===== src/rtl/spi_flash_responder.sv =====
// SPI mode-0 flash target that answers READ (0x03) and JEDEC ID (0x9F).
// SCLK/CSB/MOSI are oversampled on clk; read data is fetched from a one-cycle-latency byte store.
module spi_flash_responder #(
    parameter int unsigned ADDR_BITS   = 24,
    parameter logic [23:0] JEDEC_ID    = 24'hEF4018,
    parameter int unsigned SYNC_STAGES = 2
) (
    input  logic                 clk,
    input  logic                 rst,
    input  logic                 spi_sclk,
    input  logic                 spi_csb,
    input  logic                 spi_mosi,
    output logic                 spi_miso,
    output logic                 spi_miso_oe,
    output logic                 rd_en,
    output logic [ADDR_BITS-1:0] rd_addr,
    input  logic [7:0]           rd_data,
    output logic                 busy,
    output logic [7:0]           last_cmd
);
    localparam logic [7:0] CMD_READ  = 8'h03;
    localparam logic [7:0] CMD_JEDEC = 8'h9F;
    localparam logic [ADDR_BITS-1:0] ADDR_ONE = {{(ADDR_BITS-1){1'b0}}, 1'b1};

    typedef enum logic [2:0] {
        ST_IDLE   = 3'd0,
        ST_CMD    = 3'd1,
        ST_ADDR   = 3'd2,
        ST_DATA   = 3'd3,
        ST_ID     = 3'd4,
        ST_IGNORE = 3'd5
    } state_t;

    state_t                 state_q, state_d;
    logic [SYNC_STAGES-1:0] sclk_sync_q, sclk_sync_d;
    logic [SYNC_STAGES-1:0] csb_sync_q, csb_sync_d;
    logic [SYNC_STAGES-1:0] mosi_sync_q, mosi_sync_d;
    logic                   sclk_prev_q, sclk_prev_d;
    logic                   csb_prev_q, csb_prev_d;
    logic                   armed_q, armed_d;
    logic [4:0]             bit_cnt_q, bit_cnt_d;
    logic [22:0]            shift_q, shift_d;
    logic [ADDR_BITS-1:0]   addr_q, addr_d;
    logic [7:0]             tx_q, tx_d;
    logic [7:0]             prefetch_q, prefetch_d;
    logic                   fetch_pend_q, fetch_pend_d;
    logic                   byte_done_q, byte_done_d;
    logic [1:0]             id_idx_q, id_idx_d;
    logic                   miso_q, miso_d;
    logic                   oe_q, oe_d;
    logic                   rd_en_q, rd_en_d;
    logic [ADDR_BITS-1:0]   rd_addr_q, rd_addr_d;
    logic                   busy_q, busy_d;
    logic [7:0]             last_cmd_q, last_cmd_d;

    logic                   sclk_s, csb_s, mosi_s;
    logic                   sclk_rise_s, sclk_fall_s, csb_rise_s, csb_fall_s;
    logic [23:0]            shift_next_s;
    logic [7:0]             id_byte_s;
    logic [7:0]             load_byte_s;

    // The csb chain resets low so only a high actually sampled after reset can create a fall edge.
    assign sclk_s       = sclk_sync_q[SYNC_STAGES-1];
    assign csb_s        = csb_sync_q[SYNC_STAGES-1];
    assign mosi_s       = mosi_sync_q[SYNC_STAGES-1];
    assign sclk_rise_s  = sclk_s & ~sclk_prev_q;
    assign sclk_fall_s  = ~sclk_s & sclk_prev_q;
    assign csb_rise_s   = csb_s & ~csb_prev_q;
    assign csb_fall_s   = ~csb_s & csb_prev_q;
    assign shift_next_s = {shift_q, mosi_s};

    // Synchronizer shift: raw pins enter at bit 0
    always_comb begin
        sclk_sync_d = {sclk_sync_q[SYNC_STAGES-2:0], spi_sclk};
        csb_sync_d  = {csb_sync_q[SYNC_STAGES-2:0], spi_csb};
        mosi_sync_d = {mosi_sync_q[SYNC_STAGES-2:0], spi_mosi};
    end

    // JEDEC ID byte selection, then 0xFF forever
    always_comb begin
        id_byte_s = 8'hFF;
        case (id_idx_q)
            2'd0:    id_byte_s = JEDEC_ID[23:16];
            2'd1:    id_byte_s = JEDEC_ID[15:8];
            2'd2:    id_byte_s = JEDEC_ID[7:0];
            default: id_byte_s = 8'hFF;
        endcase
    end

    // Protocol FSM: next state, shifters, fetch port and MISO drive
    always_comb begin
        state_d      = state_q;
        sclk_prev_d  = sclk_s;
        csb_prev_d   = csb_s;
        armed_d      = armed_q | csb_s;
        busy_d       = ~csb_s & armed_q;
        bit_cnt_d    = bit_cnt_q;
        shift_d      = shift_q;
        addr_d       = addr_q;
        tx_d         = tx_q;
        fetch_pend_d = rd_en_q;
        byte_done_d  = byte_done_q;
        id_idx_d     = id_idx_q;
        miso_d       = miso_q;
        oe_d         = oe_q;
        rd_en_d      = 1'b0;
        rd_addr_d    = rd_addr_q;
        last_cmd_d   = last_cmd_q;
        load_byte_s  = (state_q == ST_DATA) ? prefetch_q : id_byte_s;
        if (fetch_pend_q) begin
            prefetch_d = rd_data;
        end else begin
            prefetch_d = prefetch_q;
        end

        if (csb_rise_s) begin
            // CSB release beats any same-cycle SCLK edge and drops an in-flight fetch
            state_d      = ST_IDLE;
            oe_d         = 1'b0;
            miso_d       = 1'b0;
            bit_cnt_d    = 5'd0;
            byte_done_d  = 1'b0;
            id_idx_d     = 2'd0;
            fetch_pend_d = 1'b0;
            prefetch_d   = prefetch_q;
        end else begin
            case (state_q)
                ST_IDLE: begin
                    if (csb_fall_s) begin
                        state_d   = ST_CMD;
                        bit_cnt_d = 5'd0;
                    end else begin
                        state_d = ST_IDLE;
                    end
                end
                ST_CMD: begin
                    if (sclk_rise_s) begin
                        shift_d = shift_next_s[22:0];
                        if (bit_cnt_q == 5'd7) begin
                            bit_cnt_d   = 5'd0;
                            last_cmd_d  = shift_next_s[7:0];
                            byte_done_d = 1'b1;
                            id_idx_d    = 2'd0;
                            case (shift_next_s[7:0])
                                CMD_READ:  state_d = ST_ADDR;
                                CMD_JEDEC: state_d = ST_ID;
                                default:   state_d = ST_IGNORE;
                            endcase
                        end else begin
                            bit_cnt_d = bit_cnt_q + 5'd1;
                        end
                    end else begin
                        state_d = ST_CMD;
                    end
                end
                ST_ADDR: begin
                    if (sclk_rise_s) begin
                        shift_d = shift_next_s[22:0];
                        if (bit_cnt_q == 5'd23) begin
                            bit_cnt_d   = 5'd0;
                            addr_d      = shift_next_s[ADDR_BITS-1:0];
                            rd_addr_d   = shift_next_s[ADDR_BITS-1:0];
                            rd_en_d     = 1'b1;
                            byte_done_d = 1'b1;
                            state_d     = ST_DATA;
                        end else begin
                            bit_cnt_d = bit_cnt_q + 5'd1;
                        end
                    end else begin
                        state_d = ST_ADDR;
                    end
                end
                ST_DATA, ST_ID: begin
                    if (sclk_fall_s) begin
                        if (byte_done_q) begin
                            // Byte start: present bit 7 and prefetch the following byte
                            miso_d      = load_byte_s[7];
                            tx_d        = {load_byte_s[6:0], 1'b0};
                            oe_d        = 1'b1;
                            byte_done_d = 1'b0;
                            if (state_q == ST_DATA) begin
                                addr_d    = addr_q + ADDR_ONE;
                                rd_addr_d = addr_q + ADDR_ONE;
                                rd_en_d   = 1'b1;
                            end else begin
                                id_idx_d = (id_idx_q == 2'd3) ? 2'd3 : id_idx_q + 2'd1;
                            end
                        end else begin
                            miso_d = tx_q[7];
                            tx_d   = {tx_q[6:0], 1'b0};
                        end
                    end else if (sclk_rise_s) begin
                        if (bit_cnt_q == 5'd7) begin
                            bit_cnt_d   = 5'd0;
                            byte_done_d = 1'b1;
                        end else begin
                            bit_cnt_d = bit_cnt_q + 5'd1;
                        end
                    end else begin
                        state_d = state_q;
                    end
                end
                ST_IGNORE: begin
                    oe_d = 1'b0;
                end
                default: begin
                    state_d = ST_IDLE;
                    oe_d    = 1'b0;
                    miso_d  = 1'b0;
                end
            endcase
        end
    end

    // State and output registers with synchronous reset
    always_ff @(posedge clk) begin
        if (rst) begin
            state_q      <= ST_IDLE;
            sclk_sync_q  <= {SYNC_STAGES{1'b0}};
            csb_sync_q   <= {SYNC_STAGES{1'b0}};
            mosi_sync_q  <= {SYNC_STAGES{1'b0}};
            sclk_prev_q  <= 1'b0;
            csb_prev_q   <= 1'b0;
            armed_q      <= 1'b0;
            bit_cnt_q    <= 5'd0;
            shift_q      <= 23'd0;
            addr_q       <= {ADDR_BITS{1'b0}};
            tx_q         <= 8'h00;
            prefetch_q   <= 8'h00;
            fetch_pend_q <= 1'b0;
            byte_done_q  <= 1'b0;
            id_idx_q     <= 2'd0;
            miso_q       <= 1'b0;
            oe_q         <= 1'b0;
            rd_en_q      <= 1'b0;
            rd_addr_q    <= {ADDR_BITS{1'b0}};
            busy_q       <= 1'b0;
            last_cmd_q   <= 8'h00;
        end else begin
            state_q      <= state_d;
            sclk_sync_q  <= sclk_sync_d;
            csb_sync_q   <= csb_sync_d;
            mosi_sync_q  <= mosi_sync_d;
            sclk_prev_q  <= sclk_prev_d;
            csb_prev_q   <= csb_prev_d;
            armed_q      <= armed_d;
            bit_cnt_q    <= bit_cnt_d;
            shift_q      <= shift_d;
            addr_q       <= addr_d;
            tx_q         <= tx_d;
            prefetch_q   <= prefetch_d;
            fetch_pend_q <= fetch_pend_d;
            byte_done_q  <= byte_done_d;
            id_idx_q     <= id_idx_d;
            miso_q       <= miso_d;
            oe_q         <= oe_d;
            rd_en_q      <= rd_en_d;
            rd_addr_q    <= rd_addr_d;
            busy_q       <= busy_d;
            last_cmd_q   <= last_cmd_d;
        end
    end

    assign spi_miso    = miso_q;
    assign spi_miso_oe = oe_q;
    assign rd_en       = rd_en_q;
    assign rd_addr     = rd_addr_q;
    assign busy        = busy_q;
    assign last_cmd    = last_cmd_q;

endmodule

===== config.mk =====
export PLATFORM = sky130hd
export DESIGN_NAME = spi_flash_responder
export DESIGN_NICKNAME = d
export VERILOG_FILES = /design/src/rtl/spi_flash_responder.sv
export SDC_FILE = /design/constraint.sdc
export NUM_CORES = 1
export LEC_CHECK = 0
export CAP_MARGIN = 20
export CELL_PAD_IN_SITES_DETAIL_PLACEMENT = 1
export CELL_PAD_IN_SITES_GLOBAL_PLACEMENT = 2
export CORE_MARGIN = 2
export CORE_UTILIZATION = 37
export CTS_CLUSTER_SIZE = 30
export DETAILED_ROUTE_END_ITERATION = 8
export PLACE_DENSITY = 0.85
export SYNTH_ARGS = -nofsm -noshare
export SYNTH_HDL_FRONTEND = slang
export SYNTH_SLANG_ARGS = --single-unit

===== constraint.sdc =====
create_clock -name clk -period 3.6 [get_ports clk]
set_input_delay 1.08 -clock clk [delete_from_list [all_inputs] [get_ports clk]]
set_output_delay 1.08 -clock clk [all_outputs]
set_load 0.05 [all_outputs]

==> results of run 1 <==
[logic make-up after synthesis]
kind of cell / after synthesis / synth area share
and+or+nand+nor: 218 / 0.241
AOI/OAI and AO/OA: 133 / 0.187
DFF: 95 / 0.414
buffers and inverters: 49 / 0.0498
muxes: 38 / 0.0827
adders and majority gates: 8 / 0.0218
xor gates and xnor gates: 2 / 0.00381
[final timing paths]
path                 start       endpoint  slack (ns)  depth (start not counted)
max reg2reg     state_q[2]        tx_q[6]        0.97                          5
max            rd_addr[13]    rd_addr[13]        0.81                          1
min reg2reg  csb_sync_q[0]  csb_sync_q[1]        0.44                          1
min          csb_sync_q[0]  csb_sync_q[1]        0.44                          1
[power groups by stage]
stage / Clock, uW / Combinational, uW / Sequential, uW
global route: 987 / 67.0 / 1060
finish: 920 / 61.1 / 1060
detailed placement: 0 / 61.5 / 1090
CTS: 946 / 61.8 / 1060
floorplan: 0 / 39.3 / 1080
global placement: 0 / 59.7 / 1090
[through the flow]
stage	util	total power, uW	hold WS (ns)	cells	area [sq um]
after floorplan	-	1120	0.414	543	4600
after global placement	0.428	1150	0.415	728	5160
after detailed placement	0.428	1150	0.430	728	5160
after CTS	0.451	2070	0.447	743	5440
after global routing	0.451	2120	0.469	743	5440
final	0.451	2040	0.439	743	5440
[cell type report]
| type | count | area [sq um] | share of cell area |
|---|---|---|---|
| clock inverters | 6 | 52.6 | 0.00966 |
| inverters | 9 | 33.8 | 0.00621 |
| repair buffers | 57 | 543 | 0.0998 |
| flip-flops and latches | 95 | 1900 | 0.349 |
| well taps | 168 | 210 | 0.0386 |
| multi-input cells | 399 | 2480 | 0.455 |
| clock buffers | 9 | 225 | 0.0414 |
[registers in the layout, indices dropped and copies added (netlist names), 2 cells and up]
signal and flops:
shift_q 23, rd_addr 24, last_cmd 8, state_q 3
id_idx_q 2, csb_sync_q 2, mosi_sync_q 2, sclk_sync_q 2
prefetch_q 8, bit_cnt_q 5, tx_q 7
[routing by layer]
| layer | GRT usage | routed length [um] |
|---|---|---|
| met1 | 0.278 | 6370 |
| met2 | 0.313 | 5800 |
| met3 | 0.0481 | 495 |
| met4 | 0.0618 | 148 |
| met5 | 0 | 0 |
[cells in the mapped netlist, types with 3 or more instances]
master | instances | area share
a211oi_2 | 3 | 0.0082
a21oi_1 | 44 | 0.048
mux2i_1 | 38 | 0.083
nor2_1 | 70 | 0.057
or4_1 | 3 | 0.0049
nand2b_1 | 5 | 0.0068
nand3_1 | 30 | 0.033
ha_1 | 8 | 0.022
o211ai_1 | 5 | 0.0082
inv_1 | 9 | 0.0073
nor2b_1 | 11 | 0.015
a21o_1 | 3 | 0.0049
a31oi_1 | 7 | 0.0095
nand3b_1 | 3 | 0.0049
or3_1 | 5 | 0.0068
dfxtp_1 | 95 | 0.41
buf_2 | 9 | 0.0098
a311oi_1 | 5 | 0.0095
o31ai_1 | 3 | 0.0049
o221a_2 | 3 | 0.0073
clkbuf_1 | 23 | 0.019
buf_4 | 3 | 0.0049
nor4_1 | 4 | 0.0054
nand4_1 | 8 | 0.011
and2_1 | 3 | 0.0041
o21ai_0 | 30 | 0.033
nor3_1 | 11 | 0.012
nand2_1 | 40 | 0.033
buf_6 | 3 | 0.0073
and3_1 | 10 | 0.014
a211oi_1 | 9 | 0.015
a2111oi_0 | 3 | 0.0057
==> results.tsv, run 1 <==
metric	value	unit
grt_pass1_wl	21200	um
holdBufCountCts	0	
grt-ovfl-total	0	
rows	40	
ios	49	
final_cell_mix	95 x dfxtp_1, 70 x nor2_1, 47 x clkdlybuf4s50_1	
numCtsBuffers	9	
cts_setup_buffers	0	
place_hpwl	8890	um
drv_cap	0	
max-vdd-ir-drop	0.000323	V
root_buffer	clkbuf_16	
finClkSkew	0.00860	ns
pwr-share-seq	0.520	
p_per_area	375	nW/um^2
end_kind	output port	
clk_transition_reported_paths	0.07	ns
ys_types	61	
crit_fanout	9	
die_h	115	um
wirelength	12800	um
leakage	0.00176	uW
synth_sequential_area_ratio	0.414	
final.setup.worst_slack	0.814	ns
finalHoldViolCount	0	
synth_cells	543	
dp_slack	1.00	ns
slowest_stage	clkdlybuf4s50_1	
drive_above_1_share	0.0696	
diodes	0	
worst_pin_slew	0.854	ns
viasPerCell	5.47	
syn_area_per_cell	8.47	sq um
cts_tree	yes	
gp_congestion	0.830	
p_sw	487	uW
grt_usage	0.202	
p_clk_frac	0.450	
ys_warn_count	0	
synth-main-ff-cell	dfxtp_1	
critPathLaunchType	flop	
crit_buf_inv	1	
setup_viol	0	
final_max_slew_viol_count	0	
max_stage_delay	0.86	ns
cts_max_level	3	
layout_min_cycle_time	2.79	ns
antenna_found_initial	0	
synth_seq_cells	95	
drt_iter0_drc	186	
drt_pass1_iterations	4	
rsz0062_at_grt	no	
start_util	0.381	
finalCritPeriodShare	0.774	
grt_max_degree	79	
ant_nets	0	
max_freq	359	MHz
worstPathRequired	2.52	ns
wl_per_cell	17.2	um
max_slew_margin	0.431	
fp.dieW	115	um
async_flop_share	0	
hold_path.class	flop to flop	
first_global_vias	4007	
crit_family	buffers and inverters	
final_common_cell	dfxtp_1	
cts_buffer_depth	2	
fin_setup_tns	0	ns
outcome	finished clean	
route.detailed.drc	0	
clock_latency	0.35	ns
vias	4062	
io_buffers	48	
cp_cell_sequence	clkdlybuf4s50_1	
combPwrFrac	0.030	
synth_edf_count	0	
core	12100	sq um
synthesis.nets	564	
critical_path_class	flop to output port	
areaGrowthSynthToFinish	18.4	%
fin_nets	592	
die-area	13300	sq um
arrival	1.71	ns
syn-cell-area	4600	sq um
cts-resized-gates	0	
swShare	0.238	
n_fill_cell	1439	
clock_sinks	95	
p_int	1560	uW
Power figures use the tool's default switching activity.
==> inputs of run 2 (changes only) <==
CORE_UTILIZATION = 34   (was 37)
PLACE_DENSITY = 0.79   (was 0.85)
clock period = 2.7 ns   (was 3.6 ns; I/O delays follow)
==> run 2 against run 1 <==
Effect of this change: via count increased by 1.2%; flip-flop and latch count unchanged; clock skew decreased by 0.0016 ns; total power increased by 32%; non-clock buffer count increased by 9; critical path depth unchanged; sequential share of layout area decreased by 0.49 points.
==> results.tsv, run 2 (synthesis results as in run 1) <==
metric	value	unit	change
outcome	finished clean		unchanged
p_sw	601	uW	was 487 uW
swShare	0.224		was 0.238
drt_iter0_drc	227		was 186
cts_setup_buffers	0		unchanged
dpl.cell_count	745		was 728
pwr-share-seq	0.526		was 0.520
max-vdd-ir-drop	0.000361	V	was 0.000323 V
final_max_slew_viol_count	0		unchanged
slowest_stage	clkdlybuf4s50_1		unchanged
route.detailed.drc	0		unchanged
regArea	1900	sq um	unchanged
vias	4111		was 4062
crit_family	buffers and inverters		unchanged
cts_max_level	3		unchanged
rsz0062_at_grt	no		unchanged
worst_pin_slew	0.867	ns	was 0.854 ns
root_buffer	clkbuf_16		unchanged
critPathLaunchType	flop		unchanged
first_global_vias	4120		was 4007
wirelength	13000	um	was 12800 um
hold_path.class	flop to flop		unchanged
p_int	2090	uW	was 1560 uW
ant_nets	0		unchanged
crit_fanout	9		unchanged
core	13200	sq um	was 12100 sq um
areaGrowthSynthToFinish	20.1	%	was 18.4%
gp_congestion	0.826		was 0.830
wl_per_cell	17.1	um	was 17.2 um
grt_usage	0.187		was 0.202
drt_pass1_iterations	4		unchanged
largest_reg_flops	24		unchanged
r2r_slack	0.55	ns	was 0.97 ns
critical_path_class	flop to output port		unchanged
io_buffers	48		unchanged
die-area	14500	sq um	was 13300 sq um
p_clk_frac	0.441		was 0.450
cts-resized-gates	0		unchanged
crit_buf_inv	1		unchanged
holdBufCountCts	0		unchanged
grt_max_degree	79		unchanged
end_kind	output port		unchanged
layout.cells.non_filler	760		was 743
combPwrFrac	0.033		was 0.030
grt_pass1_wl	21700	um	was 21200 um
drive_above_1_share	0.0805		was 0.0696
rows	42		was 40
final_common_cell	dfxtp_1		unchanged
max_freq	400	MHz	
place_hpwl	8950	um	was 8890 um
clock_latency	0.34	ns	was 0.35 ns
die_h	120	um	was 115 um
antenna_found_initial	0		unchanged
numCtsBuffers	9		unchanged
n_fill_cell	1581		was 1439
finalHoldViolCount	0		unchanged
finClkSkew	0.00699	ns	was 0.00860 ns
ios	49		unchanged
max_stage_delay	0.86	ns	about the same
cts_buffer_depth	2		unchanged
cts_tree	yes		unchanged
start_util	0.347		was 0.381
clk_transition_reported_paths	0.07	ns	about the same
final_cell_mix	95 x dfxtp_1, 70 x nor2_1, 47 x clkdlybuf4s50_1		unchanged
fin_nets	601		was 592
setup_viol	0		unchanged
final_area	5520	sq um	was 5440 sq um
diodes	0		unchanged
arrival	1.69	ns	was 1.71 ns
leakage	0.00181	uW	was 0.00176 uW
viasPerCell	5.41		was 5.47
grt-ovfl-total	0		unchanged
dpl_cell_area	5260	sq um	was 5160 sq um
max_slew_margin	0.422		was 0.431
finalCritPeriodShare	0.925		
multi_input_area	2480	sq um	unchanged
fp.dieW	120	um	was 115 um
layout_min_cycle_time	2.50	ns	
drv_cap	0		unchanged
cp_cell_sequence	clkdlybuf4s50_1		unchanged
p_per_area	487	nW/um^2	was 375 nW/um^2
clock_sinks	95		unchanged
power	2690	uW	was 2040 uW
worstPathRequired	1.89	ns	was 2.52 ns
post-route-util	0.417		was 0.451
fin_setup_tns	0	ns	unchanged
## run 2: layout make-up
cell class / count / area share
clock inverter: 3 / 0.00340
sequential: 95 / 0.345
timing repair buffer: 66 / 0.113
tap: 176 / 0.0399
clock buffer: 12 / 0.0447
inverter: 9 / 0.00612
multi-input combinational: 399 / 0.449
## run 2: worst register-to-register path, stage by stage (launching register included)
cell,delay (ns)
dfxtp_1,0.38
ha_1,0.25
and3b_1,0.28
a32o_1,0.21
and3_1,0.15
buf_4,0.29
nor2_1,0.08
a2111oi_0,0.38
## run 2: worst paths after layout
path | endpoint | cells past startpoint | start
hold / removal | mosi_sync_q[1] | 1 | mosi_sync_q[0]
setup / recovery | rd_addr[13] | 1 | rd_addr[13]
setup reg to reg | rd_addr[22] | 7 | bit_cnt_q[0]
hold reg to reg | mosi_sync_q[1] | 1 | mosi_sync_q[0]
## run 2: metal layers
layer,vias up,track usage,share of wire
met1,2038,0.273,0.52
met2,37,0.286,0.45
li1,2027,-,-
met5,-,0,0
met3,9,0.0241,0.017
met4,0,0.0589,0.013
## run 2: through the flow
stage	setup WS [ns]	hold slack, ns
2_1_floorplan	0.496	0.414
3_3_place_gp	0.605	0.421
3_5_place_dp	0.571	0.434
4_1_cts	0.189	0.449
5_1_grt	0.153	0.459
6_report	0.201	0.448
## run 2: power by group through the flow
stage               Sequential (uW)  Combinational (uW)  Clock, uW
floorplan                      1440                52.4          0
global placement               1440                88.1          0
detailed placement             1450                89.4          0
CTS                            1410                90.3       1220
global route                   1410                97.4       1280
finish                         1410                89.5       1190
==> inputs of run 3 (changes only) <==
SKIP_LAST_GASP = 1   (was unset)
==> results of run 3 <==
No change in the layout: final DEF, timing and power equal those of run 2.
